### src/rtl/trace_buffer.sv
// Instruction trace capture buffer: records committed-instruction tuples, triggers on a PC
// match, then drains oldest-first. Define TRACE_RESULT_EN to store and return cap_result.
module trace_buffer #(
  parameter int DATA_W = 32,
  parameter int DEPTH  = 16,
  parameter int POST   = 8
) (
  input  logic                       clk,
  input  logic                       rst_n,
  input  logic                       arm,
  input  logic                       stop,
  input  logic                       wrap_mode,
  input  logic                       trig_en,
  input  logic [DATA_W-1:0]          trig_pc,
  input  logic                       cap_valid,
  input  logic [DATA_W-1:0]          cap_pc,
  input  logic [DATA_W-1:0]          cap_instr,
  input  logic [DATA_W-1:0]          cap_result,
  output logic                       rd_valid,
  input  logic                       rd_ready,
  output logic [DATA_W-1:0]          rd_pc,
  output logic [DATA_W-1:0]          rd_instr,
  output logic [DATA_W-1:0]          rd_result,
  output logic [$clog2(DEPTH):0]     count,
  output logic [1:0]                 state,
  output logic                       overflow
);

  localparam int PW = $clog2(DEPTH);
  localparam int CW = PW + 1;
  localparam logic [CW-1:0] FULL_CNT = CW'(DEPTH);
  localparam logic [CW-1:0] POST_CNT = CW'(POST);

  // Readout handshake: a record transfers on a rising edge where rd_valid && rd_ready;
  // rd_valid is only ever high in DONE and rd_ready is ignored in every other state.
  typedef enum logic [1:0] {
    S_IDLE  = 2'd0,
    S_ARMED = 2'd1,
    S_POST  = 2'd2,
    S_DONE  = 2'd3
  } state_t;

  state_t          state_q, state_d;
  logic [PW-1:0]   wr_ptr_q, wr_ptr_d;
  logic [PW-1:0]   rd_ptr_q, rd_ptr_d;
  logic [CW-1:0]   count_q, count_d;
  logic [CW-1:0]   post_cnt_q, post_cnt_d;
  logic            overflow_q, overflow_d;

  logic            wr_en;
  logic            full;
  logic            trig_hit;
  logic            fill_stop;

  logic [DATA_W-1:0] pc_mem    [DEPTH];
  logic [DATA_W-1:0] instr_mem [DEPTH];

  always_comb begin
    state_d    = state_q;
    wr_ptr_d   = wr_ptr_q;
    rd_ptr_d   = rd_ptr_q;
    count_d    = count_q;
    post_cnt_d = post_cnt_q;
    overflow_d = overflow_q;
    wr_en      = 1'b0;
    full       = (count_q == FULL_CNT);
    trig_hit   = 1'b0;
    fill_stop  = 1'b0;

    if (arm) begin
      state_d    = S_ARMED;
      wr_ptr_d   = '0;
      rd_ptr_d   = '0;
      count_d    = '0;
      post_cnt_d = '0;
      overflow_d = 1'b0;
    end else begin
      case (state_q)
        S_IDLE: ;
        S_ARMED, S_POST: begin
          if (cap_valid) begin
            if (!full) begin
              wr_en    = 1'b1;
              wr_ptr_d = wr_ptr_q + PW'(1);
              count_d  = count_q + CW'(1);
            end else if (wrap_mode) begin
              // Full circular buffer: overwrite the oldest slot and drop it from the read side.
              wr_en      = 1'b1;
              wr_ptr_d   = wr_ptr_q + PW'(1);
              rd_ptr_d   = rd_ptr_q + PW'(1);
              overflow_d = 1'b1;
            end
          end
          fill_stop = wr_en && !wrap_mode && (count_d == FULL_CNT);
          trig_hit  = (state_q == S_ARMED) && trig_en && cap_valid && (cap_pc == trig_pc);

          if (state_q == S_ARMED) begin
            if (stop || fill_stop) begin
              state_d = S_DONE;
            end else if (trig_hit) begin
              post_cnt_d = CW'(1);
              state_d    = (POST == 1) ? S_DONE : S_POST;
            end
          end else if (cap_valid) begin
            post_cnt_d = post_cnt_q + CW'(1);
            if ((post_cnt_d == POST_CNT) || fill_stop) begin
              state_d = S_DONE;
            end
          end
        end
        S_DONE: begin
          if (count_q == '0) begin
            state_d = S_IDLE;
          end else if (rd_ready) begin
            rd_ptr_d = rd_ptr_q + PW'(1);
            count_d  = count_q - CW'(1);
            if (count_q == CW'(1)) begin
              state_d = S_IDLE;
            end
          end
        end
        default: state_d = S_IDLE;
      endcase
    end
  end

  always_ff @(posedge clk or negedge rst_n) begin
    if (!rst_n) begin
      state_q    <= S_IDLE;
      wr_ptr_q   <= '0;
      rd_ptr_q   <= '0;
      count_q    <= '0;
      post_cnt_q <= '0;
      overflow_q <= 1'b0;
    end else begin
      state_q    <= state_d;
      wr_ptr_q   <= wr_ptr_d;
      rd_ptr_q   <= rd_ptr_d;
      count_q    <= count_d;
      post_cnt_q <= post_cnt_d;
      overflow_q <= overflow_d;
    end
  end

  // Storage is deliberately not reset; only the pointers and count define valid contents.
  always_ff @(posedge clk) begin
    if (wr_en) begin
      pc_mem[wr_ptr_q]    <= cap_pc;
      instr_mem[wr_ptr_q] <= cap_instr;
    end
  end

`ifdef TRACE_RESULT_EN
  logic [DATA_W-1:0] result_mem [DEPTH];

  always_ff @(posedge clk) begin
    if (wr_en) begin
      result_mem[wr_ptr_q] <= cap_result;
    end
  end

  assign rd_result = result_mem[rd_ptr_q];
`else
  logic unused_cap_result;
  assign unused_cap_result = ^cap_result;
  assign rd_result = '0;
`endif

  assign rd_valid = (state_q == S_DONE) && (count_q != '0);
  assign rd_pc    = pc_mem[rd_ptr_q];
  assign rd_instr = instr_mem[rd_ptr_q];
  assign count    = count_q;
  assign state    = state_q;
  assign overflow = overflow_q;

endmodule

### config.mk
export PLATFORM = sky130hd
export DESIGN_NAME = trace_buffer
export DESIGN_NICKNAME = d
export VERILOG_FILES = /design/src/rtl/trace_buffer.sv
export SDC_FILE = /design/constraint.sdc
export NUM_CORES = 1
export LEC_CHECK = 0
export CAP_MARGIN = 20
export CORE_MARGIN = 2
export CORE_UTILIZATION = 30
export DETAILED_ROUTE_END_ITERATION = 6
export GPL_TIMING_DRIVEN = 0
export PLACE_DENSITY_LB_ADDON = 0.08
export SYNTH_ARGS = -nofsm -noshare
export SYNTH_HDL_FRONTEND = slang
export SYNTH_SLANG_ARGS = --single-unit
### constraint.sdc
create_clock -name clk -period 6.9 [get_ports clk]
set_clock_uncertainty 0.15 [all_clocks]
set_input_delay 0.69 -clock clk [delete_from_list [all_inputs] [get_ports clk]]
set_output_delay 0.69 -clock clk [all_outputs]
set_load 0.01 [all_outputs]
======== Word-level counts from Yosys, hierarchy flattened ========
Memory sizes are Yosys's and may differ from the RTL's.
Cells that the tools add are included.
operators by class
  add/subtract/negate cells ............... 5
  equality and inequality tests ........... 21
  mux-type cells .......................... 50
  reduce and logical (&&, ||, !) cells .... 24
operators with widths
  operator             count
  $mux 5               13
  $mux 4               11
  $eq 32x32->1         1
  $ne 3x3->1 const B   7
  $mux 2               9
  $ne 4x4->1 const B   4
  $mux 1               14
  $reduce_and 6->1     2
  $add 5x1->5 const B  2
  $eq 5x5->1 const B   2
  $pmux 5 s2           1
  $add 4x1->4 const B  2
  $pmux 4 s2           1
  $reduce_and 4->1     2
  $reduce_bool 2->1    4
  $logic_and 1x1->1    6
  $reduce_and 3->1     2
  $reduce_bool 3->1    2
  $eq 5x1->1 const B   1
  $eq 5x4->1 const B   1
  $logic_not 5->1      1
  $ne 5x5->1 const B   1
  $reduce_bool 5->1    1
  $sub 5x1->5 const B  1
  7 further kinds      9
word-level totals
  register bits ........................... 21
  RAM bits ................................ 1024
  input bits .............................. 136
  word-level logic and storage cells ...... 108
  memories kept ........................... 2
memory list
  name       words  width  read ports  clocked after memory_dff  write ports  line  text
  instr_mem  16     32     1           0                         1            56    logic [DATA_W-1:0] instr_mem [DEPTH];
  pc_mem     16     32     1           0                         1            55    logic [DATA_W-1:0] pc_mem [DEPTH];

======== Longest topological paths before layout ========
Gate-level depths: netlist of run 1.
  depth after elaboration ................. 13
  mapped depth ............................ 8

======== Worst setup path after synthesis of run 1 ========
No wires, ideal clock.
  path type ............................... input to register
  start ................................... input port cap_valid
  end ..................................... memory instr_mem[4][0] (enable)
  setup time .............................. 565 ps
  arrival time ............................ 5879 ps
  data required time ...................... 6185 ps
  path slack .............................. 306 ps
  cell stages on the path ................. 7
  buffers on the path ..................... 1
  cells stage by stage .................... buf_2 -> inv_1 -> nor2_1 -> o21ai_1 -> nor2_1 -> nand2_1 -> nor3_1
between the ends
  cells in the longest elaborated chain, start to end .. 7
ends and longest elaborated chain
  item                          line  text
  start: declaration            15    input logic cap_valid,
  $mux 1                        81    if (cap_valid) begin
  $mux 1                        78    case (state_q)
  $mux 1                        70    if (arm) begin
  $mux 1                        78
  $mux 1                        70
  $mux 1                        147   if (wr_en) begin
  $mux 1 (not written as such)  149   instr_mem[wr_ptr_q] <= cap_instr;
  end: declaration              56
Every way passes these cells. The select of a mux whose other input is x is not followed.

======== Worst setup path after layout of run 1 ========
  start ................................... register rd_ptr_q[1]
  end ..................................... output port rd_pc[25]
between the ends
  cells in the longest elaborated chain, start to end .. 1
ends and longest elaborated chain
  item                      line  text
  start: declaration        45    logic [PW-1:0] rd_ptr_q, rd_ptr_d;
  start signal: assignment  138   rd_ptr_q <= rd_ptr_d;
  $mem_v2 16x32             -
  end: declaration          21    output logic [DATA_W-1:0] rd_pc,
Every way passes these cells.

==> summary.md, run 1 <==
| Metric | Value |
|---|---|
| Most frequent cells after synthesis | 1024 x edfxtp_1, 320 x mux4_2, 43 x clkbuf_1 |
| Rel. slew slack | 25.09% |
| Total GRT Usage | 16.65% |
| TritonRoute pass-1 iters | 5 |
| CTS clk-pin slew, worst paths | 0.06 ns |
| Synth cell types | 53 |
| Synth area leader | edfxtp_1 |
| Async set-reset flop share out of synthesis | 2.010% |
| Yosys reg bits | 1045 |
| Worst-Skew Late Latency | 0.69 ns |
| Total CTS buffers | 117 |
| RSZ-0062 raised after global routing | no |
| Worst vdd ir | 0.1855 mV |
| Cells after Synth | 1706 |
| CTS sink count | 1045 |
| Run status | complete, no violations |
| Largest family of logic cells by synthesized area | multiplexers |
| Die Ht | 371.7 um |
| Hold-fix buffers, CTS | 0 |
| Post-route DRC violation count | 0 |
| Measured slew at the worst slew-check pin | 1.124 ns |
| Max Slew Vio Count | 0 |
| DRT iter0 DRCs | 1519 |
| Mux cell area share after synthesis | 17.87% |
| Sequential share of the synthesized area | 77.10% |
| Setup WS post-layout | 1.369 ns |
| Final Cell Area | 49480 um^2 |
| CP Launch Type | flip-flop |
| Post-detail-place hpwl | 72.31 mm |
| Rows | 134 |
| Synth top area share | 75.81% |
| Detailed-route via count | 19300 |
| Adder-Cell Fraction of Synth Area | 0.4010% |
| EDFF count, synth | 1024 |
| Worst hold path class | in -> async |
| Fmax | 0.1808 GHz |
| Post-route clock period utilization | 80.16% |
| CP Class | reg -> out |
| Drt total wl | 114.4 mm |
| Placed cell area | 45860 um^2 |
| Layout net count | 2256 |
| Synth Area in Compound Gates | 0.8884% |
| Worst-path fanout max | 10 |
| PD cells | 348.3 nW/um^2 |
| Initial core utilization | 30.32% |
| Post-CTS setup buffer count | 0 |
| IO Port Bufs | 176 |
| Post-route minimum period | 5.531 ns |
| Synth Area in Simple Gates | 1.323% |
| Largest cells by area after synthesis | edfxtp_1 76%, mux4_2 18%, dfrtp_1 1.3%, buf_4 0.59%, xnor2_1 0.52% |
| Vias in the first global route | 20930 |
| Max Cap Violations | 0 |
| Syn Std Cell Area | 40560 um^2 |
| Synth Area in XOR/XNOR | 0.8205% |
| Global-route wire length before repair | 159.4 mm |
| Die area | 138200 um^2 |
| Fin. Hold Viols | 0 |
| Layout area overhead | 21.99% |
| Root buf cell | clkbuf_16 |
| Vias/cell | 4.854 |
| H-tree depth | 3 |
| # fillers | 12210 |
| Most common cell in the synthesized netlist | edfxtp_1 |
| Ys Warns | 0 |
| Crit path required time | 6.06 ns |
| CP endpoint kind | output pin |
| Dpl ws | 1.976 ns |
| Pin count of the biggest net entering global routing | 39 |
| Core area | 133800 um^2 |
| Post-synth top flop | edfxtp_1 |
| Io pins | 241 |
| Gr ovfl total | 0 |
| CTS tree | yes |
| Antenna violations before repair | 9 |
| Clock buffer depth | 3 |
| Die Wd | 371.7 um |
| Syn_area_per_cell | 23.78 um^2 |
| Leak | 0.01534 uW |
| Placer congestion estimate | 0.7079 |
| Wire per inst | 28.77 um |
| Share of layout cells above drive strength 1 | 28.93% |
| Final setup fails | 0 |
| Remaining antenna violation count | 0 |
| Post-CTS resize count | 0 |
| Worst Path Arrival | 4.69 ns |
## registers in the layout, summed over array words and instances, names as in the netlist
signal      count
instr_mem     512
pc_mem        512
count           5
post_cnt_q      5
rd_ptr_q        4
wr_ptr_q        4
state           2
overflow        1
## final timing paths
kind | depth (start not counted) | to | from | slack [ns]
max | 6 | rd_pc[25] | rd_ptr_q[1] | 1.37
min | 1 | count[4] | rst_n | 0.25
max reg2reg | 10 | instr_mem[5][26] | count[2] | 3.31
min reg2reg | 2 | overflow | overflow | 0.42
max in group asynchronous | 2 | post_cnt_q[1] | rst_n | 5.84
min in group clk | 2 | overflow | overflow | 0.42
## metal layers
layer | global-route usage [%] | routed length, um
met4 | 3.691 | 2354
met5 | 0 | 27
met1 | 22.59 | 50320
met2 | 28.08 | 56650
met3 | 2.770 | 5007
## final cells by class
| class | instances | area (um^2) | area share, % |
|---|---|---|---|
| multi-input cells | 562 | 8831 | 17.85 |
| diodes | 2 | 5.005 | 0.01011 |
| plain buffers | 115 | 586.8 | 1.186 |
| clock buffers | 146 | 3100 | 6.266 |
| clock inverters | 71 | 500.5 | 1.011 |
| well taps | 1768 | 2212 | 4.471 |
| inverters | 15 | 56.30 | 0.1138 |
| flip-flops and latches | 1045 | 31280 | 63.21 |
| repair buffers | 251 | 2914 | 5.889 |
## kinds of logic (layout without fill, tap and decap cells)
kind of cell | Yosys count | after routing
multiplexers | 324 | 324
XOR/XNOR | 38 | 38
adder cells (fa/ha/maj) | 13 | 13
AND/OR/NAND/NOR | 100 | 100
flip-flops | 1045 | 1045
buffers and inverters | 130 | 598
AO/OA/AOI/OAI | 55 | 55
other | 1 | 34
## report_power, final
group          internal [uW]  leakage (uW)  switching (uW)
sequential              7140       0.00950            63.4
combinational           2050       0.00407            2120
clock                   3380       0.00177            2480
total                  12600        0.0153            4660
## worst max-delay path: stages (launching register included)
cell and delay (ns):
dfrtp_1 0.35, clkbuf_1 0.42, clkbuf_1 0.75, clkbuf_1 0.88
mux4_2 0.43, mux4_2 0.46, clkdlybuf4s50_1 0.69
## per-stage QoR
step,setup TNS [ns],utilization [%],cells,hold slack [ns],power [uW]
floorplan,0,-,1737,0.2444,9788
global placement,-3051.93,33.37,3681,0.3850,11560
detailed placement,0,34.28,3755,0.3805,11650
CTS,0,36.97,3972,0.2125,17580
global route,0,36.98,3973,0.2529,17990
finish,0,36.98,3975,0.2469,17240
## cells in the final DEF, fill, tap and decap left out, types with 9 or more instances in the layout
master and instances:
buf_12 12, and2_4 9, xor2_1 14, ha_1 13
clkbuf_16 120, conb_1 32, buf_4 35, buf_2 29
nand4_1 9, xnor2_1 24, nand3_1 14, buf_16 11
inv_1 15, o21ai_0 11, clkbuf_1 69, clkinv_2 26
dfrtp_1 21, buf_8 11, mux4_2 320, nand2_1 11
buf_6 37, nor2_1 20, clkinv_1 31, clkdlybuf4s50_1 176
a21oi_1 15, buf_1 12, edfxtp_1 1024
No activity file was read; power rests on OpenSTA's default activity.
==> run 2, diff against run 1 <==
==> constraint.sdc (replaced) <==
create_clock -name clk -period 4.9 [get_ports clk]
set_clock_uncertainty 0.15 [all_clocks]
set_input_delay 0.49 -clock clk [delete_from_list [all_inputs] [get_ports clk]]
set_output_delay 0.49 -clock clk [all_outputs]
set_load 0.01 [all_outputs]
==> run 2 against run 1 <==
  * First-iteration DRC count shrank 2.1%
  * Critical path type unchanged
  * Clock-buffer cell count is the same
  * Worst setup slack lost 1.2 ns
  * Largest cell class unchanged
  * Routed wire length is essentially flat
==> summary.md, run 2 (synthesized netlist as in run 1, its figures left out) <==
| Metric | Value |
|---|---|
| Total CTS buffers | 117 (unchanged) |
| Worst R2R Path Depth | 10 (unchanged) |
| Leak | 0.01542 uW (+0.55%) |
| Max Slew Vio Count | 0 (unchanged) |
| IO Port Bufs | 176 (unchanged) |
| Layout net count | 2255 (-0.044%) |
| Share of layout cells above drive strength 1 | 30.17% (+1.2 points) |
| Antenna violations before repair | 9 (unchanged) |
| Worst-Skew Late Latency | 0.69 ns (about the same) |
| CTS clk-pin slew, worst paths | 0.06 ns (about the same) |
| Wire per inst | 28.80 um (+0.12%) |
| Root buf cell | clkbuf_16 |
| Rel. slew slack | 29.03% (+3.9 points) |
| Post-route minimum period | 4.718 ns |
| H-tree depth | 3 (unchanged) |
| Flop-to-flop setup slack | 1.31 ns (-2.00 ns) |
| Measured slew at the worst slew-check pin | 1.065 ns (-0.05904 ns) |
| Fraction of power consumed by combinational cells | 24.2% (about the same) |
| Core area | 133800 um^2 (unchanged) |
| Pin count of the biggest net entering global routing | 39 (unchanged) |
| Drt total wl | 114.4 mm (about the same) |
| Die Wd | 371.7 um (unchanged) |
| Worst hold path class | in -> async |
| Hold slack | 0.04507 ns (-0.2019 ns) |
| Detailed-route via count | 19240 (-0.32%) |
| Global-route wire length before repair | 159.5 mm (about the same) |
| Initial core utilization | 30.32% (unchanged) |
| PD cells | 490.3 nW/um^2 (+41%) |
| Crit path required time | 4.26 ns (-1.80 ns) |
| Post-CTS setup buffer count | 0 (unchanged) |
| Placer congestion estimate | 0.7079 (unchanged) |
| Run status | complete, no violations |
| Critical path origin | rd_ptr_q[1] |
| Net Sw Power | 6572 uW (+41%) |
| CTS tree | yes |
| Storage cell area | 31280 um^2 (unchanged) |
| CP Launch Type | flip-flop |
| Rows | 134 (unchanged) |
| CP most frequent cell | mux4_2 |
| Slowest stage delay, CP | 0.61 ns (-0.27 ns) |
| Part of the power in the clock network | 34.0% (about the same) |
| DRT iter0 DRCs | 1487 (-2.1%) |
| Total GRT Usage | 16.66% (about the same) |
| Switching share of power | 27.06% (about the same) |
| Fmax | 0.2119 GHz |
| Slowest CP cell | mux4_2 |
| Reg-to-Reg Start | count[0] |
| Largest registers | instr_mem: 512 flops, pc_mem: 512 flops |
| Final setup fails | 0 (unchanged) |
| Die area | 138200 um^2 (unchanged) |
| Post-route DRC violation count | 0 (unchanged) |
| Crit-path cells | clkbuf_1, clkbuf_2, clkdlybuf4s15_2, mux4_2, mux4_2, clkdlybuf4s50_1 |
| Worst Path Arrival | 4.08 ns (-0.61 ns) |
| TritonRoute pass-1 iters | 5 (unchanged) |
| Io pins | 241 (unchanged) |
| Dpl ws | 0.1760 ns (-1.800 ns) |
| Die Ht | 371.7 um (unchanged) |
| Post-route clock period utilization | 96.29% |
| RSZ-0062 raised after global routing | no |
| Fin util | 37.01% (about the same) |
| CP Class | reg -> out |
| Gr ovfl total | 0 (unchanged) |
| Pint | 17710 uW (+41%) |
| CP endpoint kind | output pin |
| Setup WS post-layout | 0.1817 ns (-1.188 ns) |
| Crit path depth | 6 (unchanged) |
| R2r endpoint | instr_mem[5][26] |
| Multi-input gate area | 8831 um^2 (unchanged) |
| Hold-fix buffers, CTS | 0 (unchanged) |
| # fillers | 12210 (unchanged) |
| Delay-heaviest family, CP | buffers and inverters |
| Crit path to | rd_pc[4] |
| Clock buffer depth | 3 (unchanged) |
| Worst-path fanout max | 10 (unchanged) |
| Max Cap Violations | 0 (unchanged) |
| CP Buf/Inv Count | 4 (unchanged) |
| Most common cell after layout, fill and taps aside | edfxtp_1 |
| CTS sink count | 1045 (unchanged) |
| Vias/cell | 4.841 (-0.27%) |
| Worst vdd ir | 0.2602 mV (+40%) |
| Post-detail-place hpwl | 72.31 mm (unchanged) |
| Layout area overhead | 22.09% (about the same) |
| Reg power frac | 41.8% (about the same) |
| Fin. Hold Viols | 0 (unchanged) |
| Vias in the first global route | 20950 (+0.12%) |
| Most frequent cells in the layout | 1024 x edfxtp_1, 320 x mux4_2, 176 x clkdlybuf4s50_1, 120 x clkbuf_16, 44 x clkbuf_1 |
| Remaining antenna violation count | 0 (unchanged) |
run 2: cell types whose count changed in the layout (fill, tap and decap cells not counted), moves of 2 or more:
cell | previous run | this run
clkbuf_1 | 69 | 44
clkbuf_2 | 0 | 24
buf_1 | 12 | 9
clkdlybuf4s15_2 | 0 | 3
clkbuf_4 | 0 | 2
run 2: cell type report:
cell class,count,share of cell area (%)
clock buffer,146,6.261
multi-input combinational,562,17.83
inverter,15,0.1137
sequential,1045,63.15
antenna,1,0.005053
buffer,115,1.304
tap,1768,4.467
timing repair buffer,250,5.854
clock inverter,71,1.011
run 2: worst min-delay path by stage:
stage | startpoint | end | slack [ns] | cells after the start
floorplan | rst_n | count[0] | 0.04 | 0
global placement | overflow | overflow | 0.38 | 2
detailed placement | overflow | overflow | 0.38 | 2
CTS | rst_n | count[4] | 0.01 | 1
global route | rst_n | count[0] | 0.05 | 1
finish | rst_n | count[4] | 0.05 | 1
run 2: per-layer routing:
layer | GRT usage, % | vias to the layer above | share of wire, %
li1 | - | 8086 | -
met1 | 22.56 | 10530 | 44
met2 | 28.05 | 478 | 50
met3 | 2.789 | 141 | 4.5
met4 | 3.877 | 4 | 2.2
met5 | 0 | - | 0.024
run 2: repair_timing:
item                                    CTS  global route
pin swaps                                 0             0
resized for setup                        31             3
endpoints found under the setup margin   64             3
run 2: through the flow:
step                      cells  power (uW)  instance area, um^2  setup TNS [ns]
final                      3973       24280                49520               0
after global placement     3681       16280                44650        -4895.05
after CTS                  3972       24760                49520               0
after detailed placement   3755       16410                45860               0
after global routing       3972       25330                49520               0
after floorplan            1737       13780                40680         -407.65
run 2: power groups by stage:
stage               logic, uW  clock network [uW]  registers (uW)
floorplan                3460                   0           10300
global placement         5920                   0           10400
detailed placement       6070                   0           10300
CTS                      6110                8500           10100
global route             6320                8850           10200
finish                   5870                8260           10100
